`config.mk`:
```
export PLATFORM = sky130hd
export DESIGN_NAME = spi_sub
export DESIGN_NICKNAME = d
export VERILOG_FILES = /design/src/rtl/spi_pkg.sv /design/src/rtl/spi_sync_edge.sv /design/src/rtl/spi_sub.sv
export SDC_FILE = /design/constraint.sdc
export NUM_CORES = 1
export LEC_CHECK = 0
export CAP_MARGIN = 20
export CORE_MARGIN = 2
export CORE_UTILIZATION = 50
export CTS_CLUSTER_DIAMETER = 150
export CTS_CLUSTER_SIZE = 16
export DETAILED_ROUTE_END_ITERATION = 10
export PLACE_DENSITY_LB_ADDON = 0.25
export SYNTH_ARGS = -nofsm -noshare
export SYNTH_HDL_FRONTEND = slang
export SYNTH_SLANG_ARGS = --single-unit
```
`constraint.sdc`:
```
create_clock -name clk -period 3.95 [get_ports clk]
set_clock_uncertainty 0.05 [all_clocks]
set_input_delay 0.79 -clock clk [delete_from_list [all_inputs] [get_ports clk]]
set_output_delay 0.79 -clock clk [all_outputs]
set_load 0.01 [all_outputs]
```
`src/rtl/spi_pkg.sv`:
```
// Types and mode helpers shared by the SPI main and subordinate endpoints.
package spi_pkg;

    typedef enum logic {
        IDLE   = 1'b0,
        ACTIVE = 1'b1
    } spi_state_e;

    // CPHA=0 samples on the leading SCLK edge; CPHA=1 samples on the trailing edge.
    function automatic logic sample_on_leading(input logic cpha);
        return (cpha == 1'b0);
    endfunction

endpackage

```
`src/rtl/spi_sync_edge.sv`:
```
// Two-flop synchronizer with a previous-sample register for edge detection.
module spi_sync_edge #(
    parameter logic RESET_VAL = 1'b0
) (
    input  logic clk,
    input  logic reset,
    input  logic d,
    output logic level,
    output logic rise_c,
    output logic fall_c
);

    logic meta;
    logic prev;

    always_ff @(posedge clk) begin
        if (reset) begin
            meta  <= RESET_VAL;
            level <= RESET_VAL;
            prev  <= RESET_VAL;
        end else begin
            meta  <= d;
            level <= meta;
            prev  <= level;
        end
    end

    assign rise_c = level & ~prev;
    assign fall_c = ~level & prev;

endmodule

```
`src/rtl/spi_sub.sv`:
```
// SPI subordinate endpoint: oversampled SCLK/SS/MOSI, one-entry TX holding register,
// word-at-a-time receive with valid pulse.
module spi_sub
    import spi_pkg::*;
#(
    parameter int unsigned DATA_WIDTH = 8,
    parameter logic        CPOL       = 1'b1,
    parameter logic        CPHA       = 1'b1,
    parameter logic        LSB_FIRST  = 1'b1
) (
    input  logic                  clk,
    input  logic                  reset,
    input  logic                  i_SCLK,
    input  logic                  i_SS_n,
    input  logic                  i_MOSI,
    output logic                  o_MISO,
    output logic                  o_MISO_oe,
    input  logic [DATA_WIDTH-1:0] i_data_in_TX,
    input  logic                  i_data_valid_TX,
    output logic                  o_data_ready_TX,
    output logic [DATA_WIDTH-1:0] o_data_out,
    output logic                  o_data_valid,
    output logic                  o_tx_underrun,
    output logic                  o_frame_abort,
    output logic                  o_busy
);

    localparam int unsigned CNT_W = $clog2(DATA_WIDTH);
    localparam logic [CNT_W-1:0] LAST_BIT = CNT_W'(DATA_WIDTH - 1);

    logic sclk_level, sclk_rise, sclk_fall;
    logic ss_level, ss_rise, ss_fall;
    logic mosi_meta, mosi_sync;

    spi_sync_edge #(.RESET_VAL(CPOL)) u_sclk_sync (
        .clk(clk), .reset(reset), .d(i_SCLK),
        .level(sclk_level), .rise_c(sclk_rise), .fall_c(sclk_fall)
    );

    spi_sync_edge #(.RESET_VAL(1'b1)) u_ss_sync (
        .clk(clk), .reset(reset), .d(i_SS_n),
        .level(ss_level), .rise_c(ss_rise), .fall_c(ss_fall)
    );

    always_ff @(posedge clk) begin
        if (reset) begin
            mosi_meta <= 1'b0;
            mosi_sync <= 1'b0;
        end else begin
            mosi_meta <= i_MOSI;
            mosi_sync <= mosi_meta;
        end
    end

    logic sclk_lead_c, sclk_trail_c, sample_c, shift_c;
    logic unused_levels_c;

    assign sclk_lead_c     = CPOL ? sclk_fall : sclk_rise;
    assign sclk_trail_c    = CPOL ? sclk_rise : sclk_fall;
    assign sample_c        = sample_on_leading(CPHA) ? sclk_lead_c : sclk_trail_c;
    assign shift_c         = sample_on_leading(CPHA) ? sclk_trail_c : sclk_lead_c;
    assign unused_levels_c = sclk_level ^ ss_level;

    function automatic logic out_bit(input logic [DATA_WIDTH-1:0] sr);
        return LSB_FIRST ? sr[0] : sr[DATA_WIDTH-1];
    endfunction

    function automatic logic [DATA_WIDTH-1:0] shift_out(input logic [DATA_WIDTH-1:0] sr);
        return LSB_FIRST ? {1'b0, sr[DATA_WIDTH-1:1]} : {sr[DATA_WIDTH-2:0], 1'b0};
    endfunction

    spi_state_e            state_q, state_d;
    logic [DATA_WIDTH-1:0] tx_hold_q, tx_hold_d;
    logic                  ready_q, ready_d;
    logic [DATA_WIDTH-1:0] tx_sr_q, tx_sr_d;
    logic [DATA_WIDTH-1:0] rx_sr_q, rx_sr_d;
    logic [CNT_W-1:0]      bit_cnt_q, bit_cnt_d;
    logic [DATA_WIDTH-1:0] data_out_q, data_out_d;
    logic                  valid_q, valid_d;
    logic                  underrun_q, underrun_d;
    logic                  abort_q, abort_d;
    logic                  miso_q, miso_d;
    logic                  busy_q, busy_d;

    logic                  load_c;
    logic [DATA_WIDTH-1:0] load_word_c;
    logic [DATA_WIDTH-1:0] rx_next_c;

    assign rx_next_c = LSB_FIRST ? {mosi_sync, rx_sr_q[DATA_WIDTH-1:1]}
                                 : {rx_sr_q[DATA_WIDTH-2:0], mosi_sync};

    // Next-state and datapath update.
    always_comb begin
        state_d     = state_q;
        tx_hold_d   = tx_hold_q;
        ready_d     = ready_q;
        tx_sr_d     = tx_sr_q;
        rx_sr_d     = rx_sr_q;
        bit_cnt_d   = bit_cnt_q;
        data_out_d  = data_out_q;
        valid_d     = 1'b0;
        underrun_d  = 1'b0;
        abort_d     = 1'b0;
        miso_d      = miso_q;
        busy_d      = busy_q;
        load_c      = 1'b0;
        load_word_c = '0;

        if (i_data_valid_TX && ready_q) begin
            tx_hold_d = i_data_in_TX;
            ready_d   = 1'b0;
        end

        case (state_q)
            IDLE: begin
                if (ss_fall) begin
                    state_d = ACTIVE;
                    busy_d  = 1'b1;
                    load_c  = 1'b1;
                end
            end
            ACTIVE: begin
                if (sample_c) begin
                    rx_sr_d = rx_next_c;
                    if (bit_cnt_q == LAST_BIT) begin
                        data_out_d = rx_next_c;
                        valid_d    = 1'b1;
                        bit_cnt_d  = '0;
                        load_c     = !ss_rise;
                    end else begin
                        bit_cnt_d = bit_cnt_q + CNT_W'(1);
                    end
                end else if (shift_c && (CPHA || (bit_cnt_q != '0))) begin
                    // With CPHA=0 the trailing edge after the last sample must not
                    // disturb the first bit of the freshly loaded word.
                    miso_d  = out_bit(tx_sr_q);
                    tx_sr_d = shift_out(tx_sr_q);
                end
                if (ss_rise) begin
                    state_d   = IDLE;
                    busy_d    = 1'b0;
                    miso_d    = 1'b0;
                    bit_cnt_d = '0;
                    abort_d   = (bit_cnt_q != '0) && !(sample_c && (bit_cnt_q == LAST_BIT));
                end
            end
            default: state_d = IDLE;
        endcase

        // An accept in the same cycle leaves ready_d low, so the new word is kept.
        if (load_c) begin
            if (!ready_q) begin
                load_word_c = tx_hold_q;
                ready_d     = 1'b1;
            end else begin
                underrun_d = 1'b1;
            end
            bit_cnt_d = '0;
            if (CPHA) begin
                tx_sr_d = load_word_c;
            end else begin
                miso_d  = out_bit(load_word_c);
                tx_sr_d = shift_out(load_word_c);
            end
        end
    end

    always_ff @(posedge clk) begin
        if (reset) begin
            state_q    <= IDLE;
            tx_hold_q  <= '0;
            ready_q    <= 1'b1;
            tx_sr_q    <= '0;
            rx_sr_q    <= '0;
            bit_cnt_q  <= '0;
            data_out_q <= '0;
            valid_q    <= 1'b0;
            underrun_q <= 1'b0;
            abort_q    <= 1'b0;
            miso_q     <= 1'b0;
            busy_q     <= 1'b0;
        end else begin
            state_q    <= state_d;
            tx_hold_q  <= tx_hold_d;
            ready_q    <= ready_d;
            tx_sr_q    <= tx_sr_d;
            rx_sr_q    <= rx_sr_d;
            bit_cnt_q  <= bit_cnt_d;
            data_out_q <= data_out_d;
            valid_q    <= valid_d;
            underrun_q <= underrun_d;
            abort_q    <= abort_d;
            miso_q     <= miso_d;
            busy_q     <= busy_d;
        end
    end

    assign o_MISO          = miso_q & busy_q & ~unused_levels_c | miso_q & busy_q & unused_levels_c;
    assign o_MISO_oe       = busy_q;
    assign o_busy          = busy_q;
    assign o_data_ready_TX = ready_q;
    assign o_data_out      = data_out_q;
    assign o_data_valid    = valid_q;
    assign o_tx_underrun   = underrun_q;
    assign o_frame_abort   = abort_q;

endmodule

```
---- Word level (Yosys, flattened, before mapping) ----
Cells that the tools add are included.
cells by class
  add/sub/neg operators ................... 1
  equality and inequality tests ........... 5
  muxes and demuxes ....................... 25
  bitwise gates (word level) .............. 18
  reductions and logical operators ........ 20
operator list
  cell                                            count
  2-to-1 mux 8 bit                                5
  2-to-1 mux 1 bit                                14
  2-to-1 mux 3 bit                                3
  inverter 1 bit                                  9
  AND reduction 3 bit                             3
  nonzero test 2 bit                              4
  AND 1 bit                                       7
  != test 2 bit (second input constant)           3
  case mux 1 bit (2 select lines)                 3
  AND reduction 2 bit                             3
  OR reduction 3 bit                              2
  OR reduction 2 bit                              2
  adder 3 x 1 -> 3 bit (second input constant)    1
  equality test 3 bit (second input constant)     1
  logical AND 1 bit                               3
  nonzero test 3 bit                              1
  logical NOT 1 bit                               2
  != test 2 x 1 -> 1 bit (second input constant)  1
  OR 1 bit                                        1
  XOR 1 bit                                       1
word-level totals
  flip-flop bits (word level) ............. 50
  bits of input ports ..................... 14

---- Depth between registers and ports, before layout ----
  depth after elaboration ................. 8
  depth in mapped cells ................... 8
  depth with buffers taken out ............ 6

---- Modules after synthesis ----
From an unflattened synthesis, not the netlist that was laid out.
unflattened totals
  cell total of the unflattened synthesis .. 211
  area, all modules ....................... 1850.5 µm²
modules (own cells, without submodules)
  module         times used  cells an instance  area each (µm²)  sequential area each (µm²)
  spi_sub        1           195                1665.3           860.8
  spi_sync_edge  2           8                  92.6             60.1

---- Least setup slack after synthesis ----
OpenSTA, ideal clock, no wires.
  path kind ............................... register to register
  from .................................... register bit_cnt_q[0]
  to ...................................... register tx_sr_q[1]
  library setup time ...................... 0.132 ns
  arrival ................................. 1.343 ns
  required time ........................... 3.768 ns
  setup slack ............................. 2.425 ns
  cell stages (with the launch flop) ...... 9
  buffers on the path ..................... 2
  path through ............................ dfxtp_1 -> ha_1 -> ha_1 -> nand4b_1 -> buf_2 -> o22ai_2 -> buf_6 -> nand3b_1 -> a21oi_1
on the way
  cells in the longest elaborated chain, start to end .. 6
  elaborated cells on any way between the ends .. 9
  classes of those cells .................. eq/ne (2); mux (4); reduce/logical (3)
RTL lines
  what                                                                                  line            RTL
  start: declaration                                                                    spi_sub.sv:77   logic [CNT_W-1:0] bit_cnt_q, bit_cnt_d;
  start signal: assignment                                                              spi_sub.sv:188  bit_cnt_q <= bit_cnt_d;
  equality test 3 bit *                                                                 spi_sub.sv:125  if (bit_cnt_q == LAST_BIT) begin
  2-to-1 mux 1 bit *                                                                    spi_sub.sv:125
  2-to-1 mux 1 bit *                                                                    spi_sub.sv:123  if (sample_c) begin
  case mux 1 bit (2 select lines) *                                                     spi_sub.sv:114  case (state_q)
  != test 2 x 1 -> 1 bit (no source line) / nonzero test 2 bit (equally long branches)  --
  AND reduction 3 bit (no source line)                                                  --
  end signal: assignment                                                                spi_sub.sv:186  tx_sr_q <= tx_sr_d;
  end: declaration                                                                      spi_sub.sv:75   logic [DATA_WIDTH-1:0] tx_sr_q, tx_sr_d;
Every way passes the cells marked *; elsewhere a longest branch is shown, timed or not.
A chain may end at the register's enable or synchronous reset.

---- Worst setup path in the final report ----
  from .................................... register ready_q, in the netlist o_data_ready_TX
  to ...................................... output port o_data_ready_TX
RTL lines
  what                      line            RTL
  start: declaration        spi_sub.sv:74   logic ready_q, ready_d;
  start signal: assignment  spi_sub.sv:185  ready_q <= ready_d;
  end: declaration          spi_sub.sv:20   output logic o_data_ready_TX,
No word-level cell between the ends.

==> flow_metrics.tcl <==
set metrics [dict create \
    timing.rr.end "tx_sr_q[6]" \
    dp_cells 284 \
    min_to "u_sclk_sync.level" \
    maxSlewHeadroom_pct 59.7 \
    r2r_cells 6 \
    synthesis.area_per_instance_sq_um 8.64 \
    synth_cell_type_count 30 \
    cts_made_buffers 5 \
    hp-start "u_sclk_sync.meta" \
    die_h_microns 65.9 \
    tightestPinTransition_ns 0.603 \
    firstDrtPassIters 7 \
    synth_seq_cells 49 \
    finalSetupViolCount 0 \
    fmax_mhz 443 \
    crit_chain "clkdlybuf4s50_1" \
    cts_tree "built" \
    drt_wl_total_microns 3520 \
    synthesis.area_sq_mm 0.00192 \
    dieArea_sq_mm 0.00435 \
    drtIter0Drc 81 \
    io_pins 29 \
    irDropWorstVdd_uv 244 \
    core_area_sq_mm 0.00366 \
    hold_path_depth 1 \
    async_reset_ff_share_pct 0 \
    grt_pass1_vias 1340 \
    cp.required_ns 3.11 \
    gp_congestion 0.730 \
    crit_arrival_ns 1.42 \
    startpoint_type "flop" \
    root_buffer "clkbuf_8" \
    r2r-start "bit_cnt_q[0]" \
    finalMaxSlewViolations 0 \
    clkSinkCount 49 \
    start_util_pct 52.4 \
    cts_hold_buf 0 \
    grt_start_max_net_pins 29 \
    period_share_pct 57.1 \
    dp_hpwl_microns 2310 \
    antenna_found_initial 0 \
    ant_nets 0 \
    postCtsSetupRepairBufs 0 \
    final_util_pct 62.1 \
    cp_slowest_cell "clkdlybuf4s50_1" \
    ys.flop_type "dfxtp_1" \
    status "completed" \
    nets 260 \
    tns_ns 0 \
    syn2layout_area_growth_pct 18.5 \
    fin_total_pwr_uw 865 \
    crit_type "reg2out" \
    crit_family "buffers and inverters" \
    period_minus_slack_ns 2.26 \
    leakagePower_nw 0.820 \
    critPathLaunch "o_data_ready_TX" \
    nFillCells 320 \
    hold_viol 0 \
    clk-insertion-delay-late_ns 0.30 \
    synth-edff-count 0 \
    syn-num-nets 239 \
    gr-total-overflow 0 \
    port_buffers 28 \
    clk_pin_slew_ns 0.08 \
    h-tree-depth 2 \
    drcViolationCount 0 \
    yosysSeqAreaShare_pct 51.1 \
    grt_pass1_wl_microns 5960 \
    end_kind "primary output" \
    std_cell_rows 22 \
    antenna_cells 0 \
    track_usage_pct 18.3 \
    vias 1482 \
    ys.warnings.count 0 \
    cp_max_fo 12 \
    rsz0062_at_grt "false" \
    p_per_area_mw_per_mm2 381 \
    drv_cap 0 \
    wl_per_cell_microns 12.1 \
    synthCells 222 \
    layout-drive-gt1-share_pct 9.05 \
    worstHoldPathType "reg2reg" \
    cts_resized 0 \
    r2r_slack_ns 1.80 \
    clockBufferDepth 2 \
    die_x_microns 65.9 \
    cpPeakStageDelay_ns 0.60 \
    final-instance-count-excl-fill 291 \
    routed_via_density 5.09 \
    cp_num_buf_inv 1 \
]
cell families after synthesis:
| group | count (synthesis) | share of synthesized area [%] |
|---|---|---|
| flip-flops | 49 | 51.1 |
| AND/OR/NAND/NOR | 99 | 25.0 |
| buffers and inverters | 20 | 5.28 |
| adder cells (fa/ha/maj) | 3 | 1.96 |
| AO/OA/AOI/OAI | 44 | 12.5 |
| multiplexers | 7 | 4.11 |
area by class of cell:
class                   instances  area [sq um]  area share, %
clock buffers                   7          86.3           3.80
flip-flops and latches         49           981           43.1
repair buffers                 30           295           13.0
multi-input cells             153           836           36.8
well taps                      48          60.1           2.64
inverters                       4          15.0          0.660
cell usage in the layout (no fill, tap or decap), types with 4 or more instances in the layout:
cell | netlist | routed
nand3_1 | 8 | 8
nand3b_1 | 9 | 9
nor2b_1 | 4 | 4
nor2_1 | 6 | 6
a21oi_1 | 36 | 36
or2_2 | 6 | 6
nor3_1 | 4 | 4
mux2_2 | 7 | 7
inv_1 | 4 | 4
dfxtp_1 | 49 | 49
clkdlybuf4s50_1 | 0 | 28
clkbuf_8 | 0 | 6
nand2_1 | 51 | 51
power by group:
| part | switching (mW) | internal, mW |
|---|---|---|
| sequential | 0.0113 | 0.506 |
| combinational | 0.0280 | 0.0305 |
| clock | 0.151 | 0.139 |
worst reg2reg max path: cells and delay by family (launching register included):
kind / cells / cell delay [ns]
simple gates: 2 / 0.57
fa+ha+maj: 2 / 0.37
compound gates: 2 / 0.73
flops: 1 / 0.38
cells in the mapped netlist (all sizes together) (2+ instances only):
cell type,number,share of area [%]
clkbuf,7,1.4
nand4b,2,0.91
ha,3,2.0
nand3b,9,3.5
nor2,6,1.2
mux2,7,4.1
inv,4,0.78
nor3,4,1.0
nor2b,4,1.3
buf,9,3.1
a22oi,2,0.78
nand2b,2,0.65
o21ai,3,0.78
and2,2,0.65
dfxtp,49,51
nand2,51,10
and3,2,0.65
or2,6,2.0
nand3,8,2.1
a21oi,36,9.4
metrics by stage:
step	hold WS [ns]	setup WS, ns	instance area [sq um]
finish	0.365	1.69	2270
CTS	0.366	1.67	2270
detailed placement	0.347	1.79	2190
floorplan	0.339	2.42	1920
global placement	0.341	1.82	2190
global route	0.385	1.52	2270
how the worst max path moves through the flow:
stage / slack, ns / end / depth (start not counted)
finish: 1.69 / o_data_ready_TX / 1
global route: 1.52 / tx_sr_q[0] / 6
CTS: 1.67 / o_data_ready_TX / 1
detailed placement: 1.79 / tx_sr_q[6] / 6
global placement: 1.82 / o_tx_underrun / 4
floorplan: 2.42 / tx_sr_q[1] / 8
sequential cells by signal, indices dropped and copies added (netlist names), 3 cells and up:
| register | count |
|---|---|
| o_data_out | 8 |
| tx_hold_q | 8 |
| bit_cnt_q | 3 |
| rx_sr_q | 7 |
| tx_sr_q | 8 |
metal layers:
metal	vias to the layer above	part of all wire (%)	track usage, %
li1	778	-	-
met1	659	48	22.8
met2	37	44	28.3
met3	8	4.9	5.62
met4	0	2.6	9.95
met5	-	0	0
Power figures use the tool's default switching activity.
==> RTL edit, RTL diff (config.mk and constraints unchanged) <==
Set the parameter `DATA_WIDTH` to 4 (it was 8).
--- a/src/rtl/spi_sub.sv
+++ b/src/rtl/spi_sub.sv
@@ -4,5 +4,5 @@
     import spi_pkg::*;
 #(
-    parameter int unsigned DATA_WIDTH = 8,
+    parameter int unsigned DATA_WIDTH = 4,
     parameter logic        CPOL       = 1'b1,
     parameter logic        CPHA       = 1'b1,
Interface: changed (resized i_data_in_TX and o_data_out); port bits go from 29 to 21. No check against the original RTL was run, so the function may have changed too.
==> RTL edit against the unedited design <==
  * Count of clock-buffer cells in the layout fell by 1
  * Synthesized area decreased by 35%
  * Clock power down 33%
  * Utilization rose by 0.83 points
  * Via count is 36% lower
  * Register-to-register slack better by 0.32 ns
  * First-iteration DRC count down 90%
  * Routed wire length down 38%
  * Cell area decreased by 33%
  * Final cell count is 37% lower
  * Total power is 33% lower
  * Critical path depth did not move
  * Worst setup slack worse by 0.068 ns
  * Sequential cell count decreased by 17
  * Largest cell class unchanged
  * Largest power group unchanged
==> RTL edit: results (changes against the unedited design) <==
\begin{tabular}{lr}
\hline
Metric & Value \\
\hline
\multicolumn{2}{l}{\textbf{Run status}} \\
Run status & finished clean \\
\multicolumn{2}{l}{\textbf{Min path}} \\
Critical hold path startpoint & u\_ss\_sync.meta \\
Capture endpoint of the worst hold path & u\_ss\_sync.level \\
\multicolumn{2}{l}{\textbf{Clock network}} \\
Clock-pin slew reported for the worst setup and hold paths after clock tree synthesis & 0.10 ns (+0.02 ns) \\
Cell chosen for the clock root & sky130\_fd\_sc\_hd\_\_clkbuf\_4 \\
\multicolumn{2}{l}{\textbf{Place}} \\
GP Congestion & 0.865 (+18\%) \\
DP Worst Slack & 1.49 ns (-0.307 ns) \\
Input/output buffers & 20 (-29\%) \\
\multicolumn{2}{l}{\textbf{Power and ir drop}} \\
Leak pwr & 0.624 nW (-24\%) \\
Maximum vdd drop & 0.000294 V (+21\%) \\
Switching power summed over all nets & 136 uW (-29\%) \\
Net Sw Frac & 23.5\% (+1.5 points) \\
\multicolumn{2}{l}{\textbf{Routing}} \\
Via-per-instance ratio & 5.21 (+2.3\%) \\
Violation count after the first detailed-routing iteration & 8 (-90\%) \\
Routed wire per std cell & 12.1 um (-0.45\%) \\
Detailed-routing wirelength on met1 & 954 um (-44\%) \\
\multicolumn{2}{l}{\textbf{Final layout}} \\
Layout net count & 163 (-37\%) \\
Fraction of final layout cells sized beyond drive strength 1 & 14.5\% (+5.4 points) \\
\multicolumn{2}{l}{\textbf{Global routing}} \\
Met3 usage in global routing & 8.61\% (+3.0 points) \\
Met2 track utilization from global routing & 29.3\% (+0.99 points) \\
Met1 capacity usage during global routing & 21.1\% (-1.8 points) \\
Largest net degree at the start of global routing & 20 (-31\%) \\
\multicolumn{2}{l}{\textbf{Logic synthesis}} \\
Cell types with the largest area share after synthesis & sky130\_fd\_sc\_hd\_\_dfxtp\_1, sky130\_fd\_sc\_hd\_\_mux2i\_1, sky130\_fd\_sc\_hd\_\_a21oi\_1 \\
Post-synthesis average cell area & 9.64 um\^{}2 (+12\%) \\
Commonest cells in the netlist & sky130\_fd\_sc\_hd\_\_dfxtp\_1, sky130\_fd\_sc\_hd\_\_nor2\_1, sky130\_fd\_sc\_hd\_\_a21oi\_1 \\
\hline
\end{tabular}
-- RTL edit: cell count changes in the layout (fill, tap and decap cells not counted), sizes merged, moves of 3 or more --
cell	change
nand2	-44
a21oi	-24
dfxtp	-17
clkdlybuf4s50	-8
nand3b	-8
mux2	-7
mux2i	+7
nor2	+6
nand3	-4
nor2b	+3
nor3	-3
nor4	+3
o221a	+3
-- RTL edit: layout make-up --
type / count / area, um^2
Clock buffer: 6 / 51.3
Clock inverter: 2 / 10.0
Fill cell: 207 / 893
Inverter: 6 / 22.5
Multi-Input combinational cell: 85 / 547
Sequential cell: 32 / 641
Tap cell: 30 / 37.5
Timing Repair Buffer: 21 / 208
-- RTL edit: kinds of logic (layout without fill, tap and decap cells) --
kind of cell | Yosys count | after routing | share of synthesized area (%)
flops | 32 | 32 | 51.5
simple gates | 53 | 53 | 24.0
buf+inv | 12 | 35 | 4.53
fa+ha+maj | 2 | 2 | 2.01
compound gates | 23 | 23 | 12.3
mux | 7 | 7 | 5.63
